<file path="src/rtl/ulx3s_sim_pkg.sv">
// Shared constants for the ulx3s_sim register block: parameter defaults,
// event-vector layout, debounce counter width and the event priority rule.
package ulx3s_sim_pkg;

    localparam int SYNC_STAGES_DEF     = 2;
    localparam int DEBOUNCE_CYCLES_DEF = 4;
    localparam int DB_CNT_W            = 8;

    localparam int EV_SET = 0;
    localparam int EV_CLR = 1;
    localparam int EV_TGL = 2;
    localparam int NUM_EV = 3;

    typedef logic [NUM_EV-1:0] ev_vec_t;

    // Clear beats set, set beats toggle; a toggle only acts when alone.
    function automatic logic next_d(input logic cur, input ev_vec_t ev);
        logic nxt;
        if (ev[EV_CLR]) begin
            nxt = 1'b0;
        end else if (ev[EV_SET]) begin
            nxt = 1'b1;
        end else if (ev[EV_TGL]) begin
            nxt = ~cur;
        end else begin
            nxt = cur;
        end
        return nxt;
    endfunction

endpackage

</file>
<file path="src/rtl/ulx3s_sim_cond.sv">
// Input conditioner: synchronizer, optional debounce (ULX3S_SIM_DEBOUNCE_EN)
// and rising-edge detector producing a one-cycle event pulse.
module ulx3s_sim_cond
    import ulx3s_sim_pkg::*;
#(
    parameter int SYNC_STAGES     = SYNC_STAGES_DEF,
    parameter int DEBOUNCE_CYCLES = DEBOUNCE_CYCLES_DEF
) (
    input  logic clk_i,
    input  logic reset_i,
    input  logic async_i,
    output logic rise_o
);

    if (SYNC_STAGES < 2 || SYNC_STAGES > 4 ||
        DEBOUNCE_CYCLES < 1 || DEBOUNCE_CYCLES > ((1 << DB_CNT_W) - 1)) begin : g_bad_param
        $error("ulx3s_sim_cond: parameter out of legal range");
    end

    logic [SYNC_STAGES-1:0] sync_q;
    logic                   filt_s;
    logic                   hist_q;

    // Synchronizer shift chain.
    always_ff @(posedge clk_i or negedge reset_i) begin
        if (!reset_i) begin
            sync_q <= {SYNC_STAGES{1'b0}};
        end else begin
            sync_q <= {sync_q[SYNC_STAGES-2:0], async_i};
        end
    end

`ifdef ULX3S_SIM_DEBOUNCE_EN
    logic [DB_CNT_W-1:0] cnt_q;
    logic [DB_CNT_W-1:0] cnt_d;
    logic                filt_q;
    logic                filt_d;

    // Filtered level follows the synchronized level only after it has
    // differed for DEBOUNCE_CYCLES consecutive cycles.
    always_comb begin
        cnt_d  = cnt_q;
        filt_d = filt_q;
        if (sync_q[SYNC_STAGES-1] != filt_q) begin
            if (cnt_q == DB_CNT_W'(DEBOUNCE_CYCLES - 1)) begin
                filt_d = sync_q[SYNC_STAGES-1];
                cnt_d  = {DB_CNT_W{1'b0}};
            end else begin
                cnt_d = cnt_q + {{(DB_CNT_W-1){1'b0}}, 1'b1};
            end
        end else begin
            cnt_d = {DB_CNT_W{1'b0}};
        end
    end

    // Debounce state registers.
    always_ff @(posedge clk_i or negedge reset_i) begin
        if (!reset_i) begin
            cnt_q  <= {DB_CNT_W{1'b0}};
            filt_q <= 1'b0;
        end else begin
            cnt_q  <= cnt_d;
            filt_q <= filt_d;
        end
    end

    assign filt_s = filt_q;
`else
    assign filt_s = sync_q[SYNC_STAGES-1];
`endif

    // Edge-detector history; the pulse is combinational so the event lands
    // on d_o exactly SYNC_STAGES edges after first sampling.
    always_ff @(posedge clk_i or negedge reset_i) begin
        if (!reset_i) begin
            hist_q <= 1'b0;
        end else begin
            hist_q <= filt_s;
        end
    end

    assign rise_o = filt_s & ~hist_q;

endmodule

</file>
<file path="src/rtl/ulx3s_sim_reg.sv">
// Set/clear/toggle state register driven by three asynchronous requests.
// Define ULX3S_SIM_DEBOUNCE_EN to add a debounce filter per input.
module ulx3s_sim_reg
    import ulx3s_sim_pkg::*;
#(
    parameter int SYNC_STAGES     = SYNC_STAGES_DEF,
    parameter int DEBOUNCE_CYCLES = DEBOUNCE_CYCLES_DEF
) (
    input  logic clk_i,
    input  logic reset_i,
    input  logic a_i,
    input  logic b_i,
    input  logic c_i,
    output logic d_o
);

    ev_vec_t req_s;
    ev_vec_t ev_s;
    logic    d_q;
    logic    d_d;

    assign req_s[EV_SET] = a_i;
    assign req_s[EV_CLR] = b_i;
    assign req_s[EV_TGL] = c_i;

    for (genvar i = 0; i < NUM_EV; i++) begin : g_cond
        ulx3s_sim_cond #(
            .SYNC_STAGES     (SYNC_STAGES),
            .DEBOUNCE_CYCLES (DEBOUNCE_CYCLES)
        ) u_cond (
            .clk_i   (clk_i),
            .reset_i (reset_i),
            .async_i (req_s[i]),
            .rise_o  (ev_s[i])
        );
    end

    // Next-state selection by event priority.
    always_comb begin
        d_d = next_d(d_q, ev_s);
    end

    // State register.
    always_ff @(posedge clk_i or negedge reset_i) begin
        if (!reset_i) begin
            d_q <= 1'b0;
        end else begin
            d_q <= d_d;
        end
    end

    assign d_o = d_q;

endmodule

</file>
<file path="config.mk">
export PLATFORM = sky130hd
export DESIGN_NAME = ulx3s_sim_reg
export DESIGN_NICKNAME = d
export VERILOG_FILES = /design/src/rtl/ulx3s_sim_pkg.sv /design/src/rtl/ulx3s_sim_cond.sv /design/src/rtl/ulx3s_sim_reg.sv
export SDC_FILE = /design/constraint.sdc
export NUM_CORES = 1
export LEC_CHECK = 0
export CAP_MARGIN = 10
export CELL_PAD_IN_SITES_DETAIL_PLACEMENT = 1
export CELL_PAD_IN_SITES_GLOBAL_PLACEMENT = 1
export CORE_AREA = 3 3 40 42
export DETAILED_ROUTE_END_ITERATION = 10
export DIE_AREA = 0 0 43 45
export GPL_TIMING_DRIVEN = 0
export PLACE_DENSITY = 0.45
export SYNTH_ARGS = -nofsm -noshare
export SYNTH_HDL_FRONTEND = slang
export SYNTH_SLANG_ARGS = --single-unit
</file>
<file path="constraint.sdc">
create_clock -name clk_i -period 0.9 [get_ports clk_i]
set_clock_uncertainty 0.1 [all_clocks]
set_input_delay 0.09 -clock clk_i [delete_from_list [all_inputs] [get_ports clk_i]]
set_output_delay 0.09 -clock clk_i [all_outputs]
set_load 0.01 [all_outputs]
</file>
Yosys cells after proc, flatten, opt, wreduce, memory -nomap -nowiden --
Index checks and enable logic that the tools add are counted.
Cells by class: add/sub/neg operators 0, $mul 0, div/mod/pow operators 0, order comparisons 0, equal/unequal tests 0, shift operators 0, mux-type cells 3, bitwise logic cells 7, reductions and logical operators 1
Operators by type and width (count):
- $not 1->1 | 4
- $and 1x1->1 | 3
- $mux 1 | 3
- $reduce_bool 3->1 | 1
Storage, ports and cells: register bits after elaboration 10, latch bits 0, bits in writable memories 0, bits in read-only memories 0, input port bits 5, output and inout port bits 1, logic and storage cells 18, memories 0

Longest topological paths before layout --
depth after elaboration 5, gate-level depth with buffers 3, gate-level depth less buffers 3

Cells and area by module --
From an unflattened synthesis, not the netlist that was laid out.
Second synthesis, totals: cells, all modules 16, area, all modules 309.0 µm²
Modules (own cells, without submodules):
- ulx3s_sim_cond | times used 3, cells each 4, area an instance 88.8 µm², seq. area each 75.1 µm²
- ulx3s_sim_reg | times used 1, cells each 4, area an instance 42.5 µm², seq. area each 25.0 µm²

Worst setup path before layout --
OpenSTA, ideal clock, no wires.
path type reg2reg, start point register g_cond[2].u_cond.sync_q[1], end point register d_q (netlist: d_o), library setup time 0.123 ns, arrival time 0.654 ns, data required time 0.677 ns, setup slack 0.023 ns, cell stages (with the launch flop) 4, path buffers 0, clock period less this slack 0.877 ns, path through dfrtp_1 -> nor2b_4 -> xnor2_1 -> a21oi_1
Between the ends: longest elaborated chain between the ends 2
RTL lines:
- start: declaration | RTL line ulx3s_sim_cond.sv:20 | logic [SYNC_STAGES-1:0] sync_q;
- start signal: assignment | RTL line ulx3s_sim_cond.sv:27 | sync_q <= {SYNC_STAGES{1'b0}};
- start signal: assignment | RTL line ulx3s_sim_cond.sv:29 | sync_q <= {sync_q[SYNC_STAGES-2:0], async_i};
- $and 1x1->1 | RTL line ulx3s_sim_cond.sv:82 | assign rise_o = filt_s & ~hist_q;
- $reduce_bool 3->1 (no line)
- end signal: assignment | RTL line ulx3s_sim_reg.sv:46 | d_q <= 1'b0;
- end signal: assignment | RTL line ulx3s_sim_reg.sv:48 | d_q <= d_d;
- end: declaration | RTL line ulx3s_sim_reg.sv:19 | logic d_q;
No other way between the ends. A chain may end at the register's enable or synchronous reset.

Worst setup path in the final report --
start point register d_q (netlist: d_o), end point output port d_o
RTL lines:
- end: declaration | RTL line ulx3s_sim_reg.sv:14 | output logic d_o
No word-level cell between the ends.

==> flow_summary_export.csv <==
group,metric,value,unit
setup_path,cp.arrival,0.77,ns
global_routing,grt_pass1_wl,655,um
final_layout,layout.cells.non_filler,42,
cts,tritoncts,"yes",
route,post-route-drc-count,0,
setup_path,crit_fanout,2,
logic_synthesis,synth_seq_cells,10,
cts,cts-root-buf,"clkbuf_4",
final_layout,layout.nets,33,
sta,worstMarginPinSlew,0.429,ns
die,ioPinCount,6,
sta,rsz0062_at_grt,"true",
cts,clk_pin_slew,0.06,ns
final_layout,fin_util,0.330,
global_routing,antenna_found_initial,0,
pwr,sw_frac_of_total,0.194,
cts,numCtsBuffers,3,
setup_path,crit_family,"flip-flops",
die,dieArea,1940,um^2
cts,cts_max_path_buffers,2,
die,die_h,45,um
pwr,leakagePower,0.000192,uW
sta,timing.final.ws_setup,-0.0597,ns
setup_path,startpoint_type,"register",
route,viasPerCell,3.76,
sta,slew_viol_final,0,
placed_design,place.gp.congestion,0.529,
logic_synthesis,yosys_warnings,0,
route,drt-total-wl,406,um
setup_path,crit_slowest_cell,"dfrtp_1",
placed_design,port_buffers,5,
logic_synthesis,synth_area,290,um^2
pwr,internal_power,781,uW
sta,fmax,1040,MHz
pwr,clockPowerShare,0.400,
global_routing,first_global_vias,160,
route,antenna_left,0,
global_routing,track_usage,0.0565,
outcome,violations,"setup timing",
outcome,status,"complete, but fails checks",
worst_hold_path,worstHoldPathType,"input port to asynchronous set/reset pin",
sta,fin_tns_setup,-0.107,ns
pwr,pwr-share-comb,0.095,
global_routing,overflow,0,
sta,min_period,0.960,ns
global_routing,grt_max_degree,11,
sta,setup_violations,2,
sta,hold_viol,0,
route,drt_first_pass_iters,1,
flow_run,maxCapViolations,0,
setup_path,path_class,"register to output port",
pwr,ir_worst_vdd,0.692,mV
sta,finalCritPeriodShare,1.07,
placed_design,dp.cells,35,
logic_synthesis,syn-instance-count,15,
setup_path,end_kind,"output port",
die,floorplan.initialDensity,0.226,
pwr,seq_power_share,0.505,
route,drtIter0Drc,0,
logic_synthesis,ys_seq_area_frac,0.862,
final_layout,antenna_cells,0,
placed_design,placedInstanceArea,359,um^2
setup_path,path_buf_inv,1,
sta,slew_headroom,0.713,
logic_synthesis,syn-num-nets,20,
cts,clk_latency,0.26,ns
die,core,1280,um^2
pwr,powerDensity,2280,nW/um^2
setup_path,cp_slowest_stage_delay,0.37,ns
pwr,p_sw,188,uW
setup_path,worstRegToRegCells,3,
final_layout,drive_gt1_frac,0.407,
die,fp-row-count,13,
logic_synthesis,avgSynthCellArea,19.4,um^2
die,die_x,43,um
final_layout,syn_to_final_growth,46.1,%
setup_path,crit_chain,"buf_2",
cts,cts_num_sinks,10,
cts,htreeDepth,1,
route,vias,158,
route,wl_per_cell,9.67,um
logic_synthesis,ys_types,6,
setup_path,required,0.71,ns
setup_path,worstSetupPathDepth,1,
final_layout,design_area,424,um^2
## synth_stat cells
library cell | instances | area [um^2]
nor2b_4 | 1 | 13.8
nand2b_1 | 1 | 6.26
xnor2_1 | 1 | 8.76
nor2b_1 | 1 | 6.26
a21oi_1 | 1 | 5.00
dfrtp_1 | 10 | 250
## path summary, 6_finish.rpt
check                                            from                    endpoint  slack, ns
min in group clk_i                                c_i  g_cond[2].u_cond.sync_q[0]       0.17
max in group asynchronous                     reset_i  g_cond[1].u_cond.sync_q[1]       0.37
hold reg to reg            g_cond[1].u_cond.sync_q[0]  g_cond[1].u_cond.sync_q[1]       0.25
setup reg to reg           g_cond[2].u_cond.sync_q[1]                         d_o      -0.05
hold / removal                                reset_i  g_cond[2].u_cond.sync_q[0]       0.03
setup / recovery                                  d_o                         d_o      -0.06
## metal layers
layer	share of wire	global-route usage
met1	0.37	0.0476
met2	0.52	0.0719
met3	0.091	0.0359
met4	0.017	0.0904
met5	0	0
## stage by stage
step	power [uW]	worst slack [ns]	hold WS (ns)
after floorplan	521	0.0228	-0.306
after global placement	566	-0.168	0.231
after detailed placement	568	-0.171	0.241
after CTS	985	-0.0717	0.0445
after global routing	1030	-0.110	0.0622
final	969	-0.0597	0.0349
## layout make-up
class | instances | area, um^2
Fill cell | 138 | 861
Sequential cell | 10 | 250
Timing Repair Buffer | 8 | 67.6
Multi-Input combinational cell | 5 | 51.3
Clock buffer | 4 | 36.3
Tap cell | 15 | 18.8
## cells by family after synthesis
kind of cell | after synthesis | share of synthesized area
AND/OR/NAND/NOR | 3 | 0.0905
flip-flops | 10 | 0.862
AO/OA/AOI/OAI | 1 | 0.0172
XOR/XNOR | 1 | 0.0302
## placed cells by master, fill, tap and decap left out
cell / Yosys / final
clkdlybuf4s50_1: 0 / 4
buf_2: 0 / 1
xnor2_2: 0 / 1
nor2b_1: 1 / 1
clkbuf_8: 0 / 1
clkbuf_4: 0 / 3
dfrtp_1: 10 / 10
a21oi_2: 0 / 1
buf_4: 0 / 3
nor2b_4: 1 / 1
nand2b_1: 1 / 1
## registers in the layout, summed over array words and instances, names as in the netlist
signal                flops
g_cond.u_cond.sync_q      6
g_cond.u_cond.hist_q      3
d_o                       1
## power groups by stage
stage / combinational, uW / sequential, uW / clock [uW]
floorplan: 19.7 / 501 / 0
finish: 91.9 / 489 / 388
detailed placement: 67.8 / 500 / 0
global route: 101 / 492 / 441
global placement: 67.5 / 498 / 0
CTS: 86.4 / 489 / 410
## timing repair
item	4_1_cts	5_1_grt
hold buffers	0	0
pin swaps	1	1
gates resized for setup	5	1
setup endpoints to repair	2	2
setup buffers	2	1
Power figures use the tool's default switching activity.
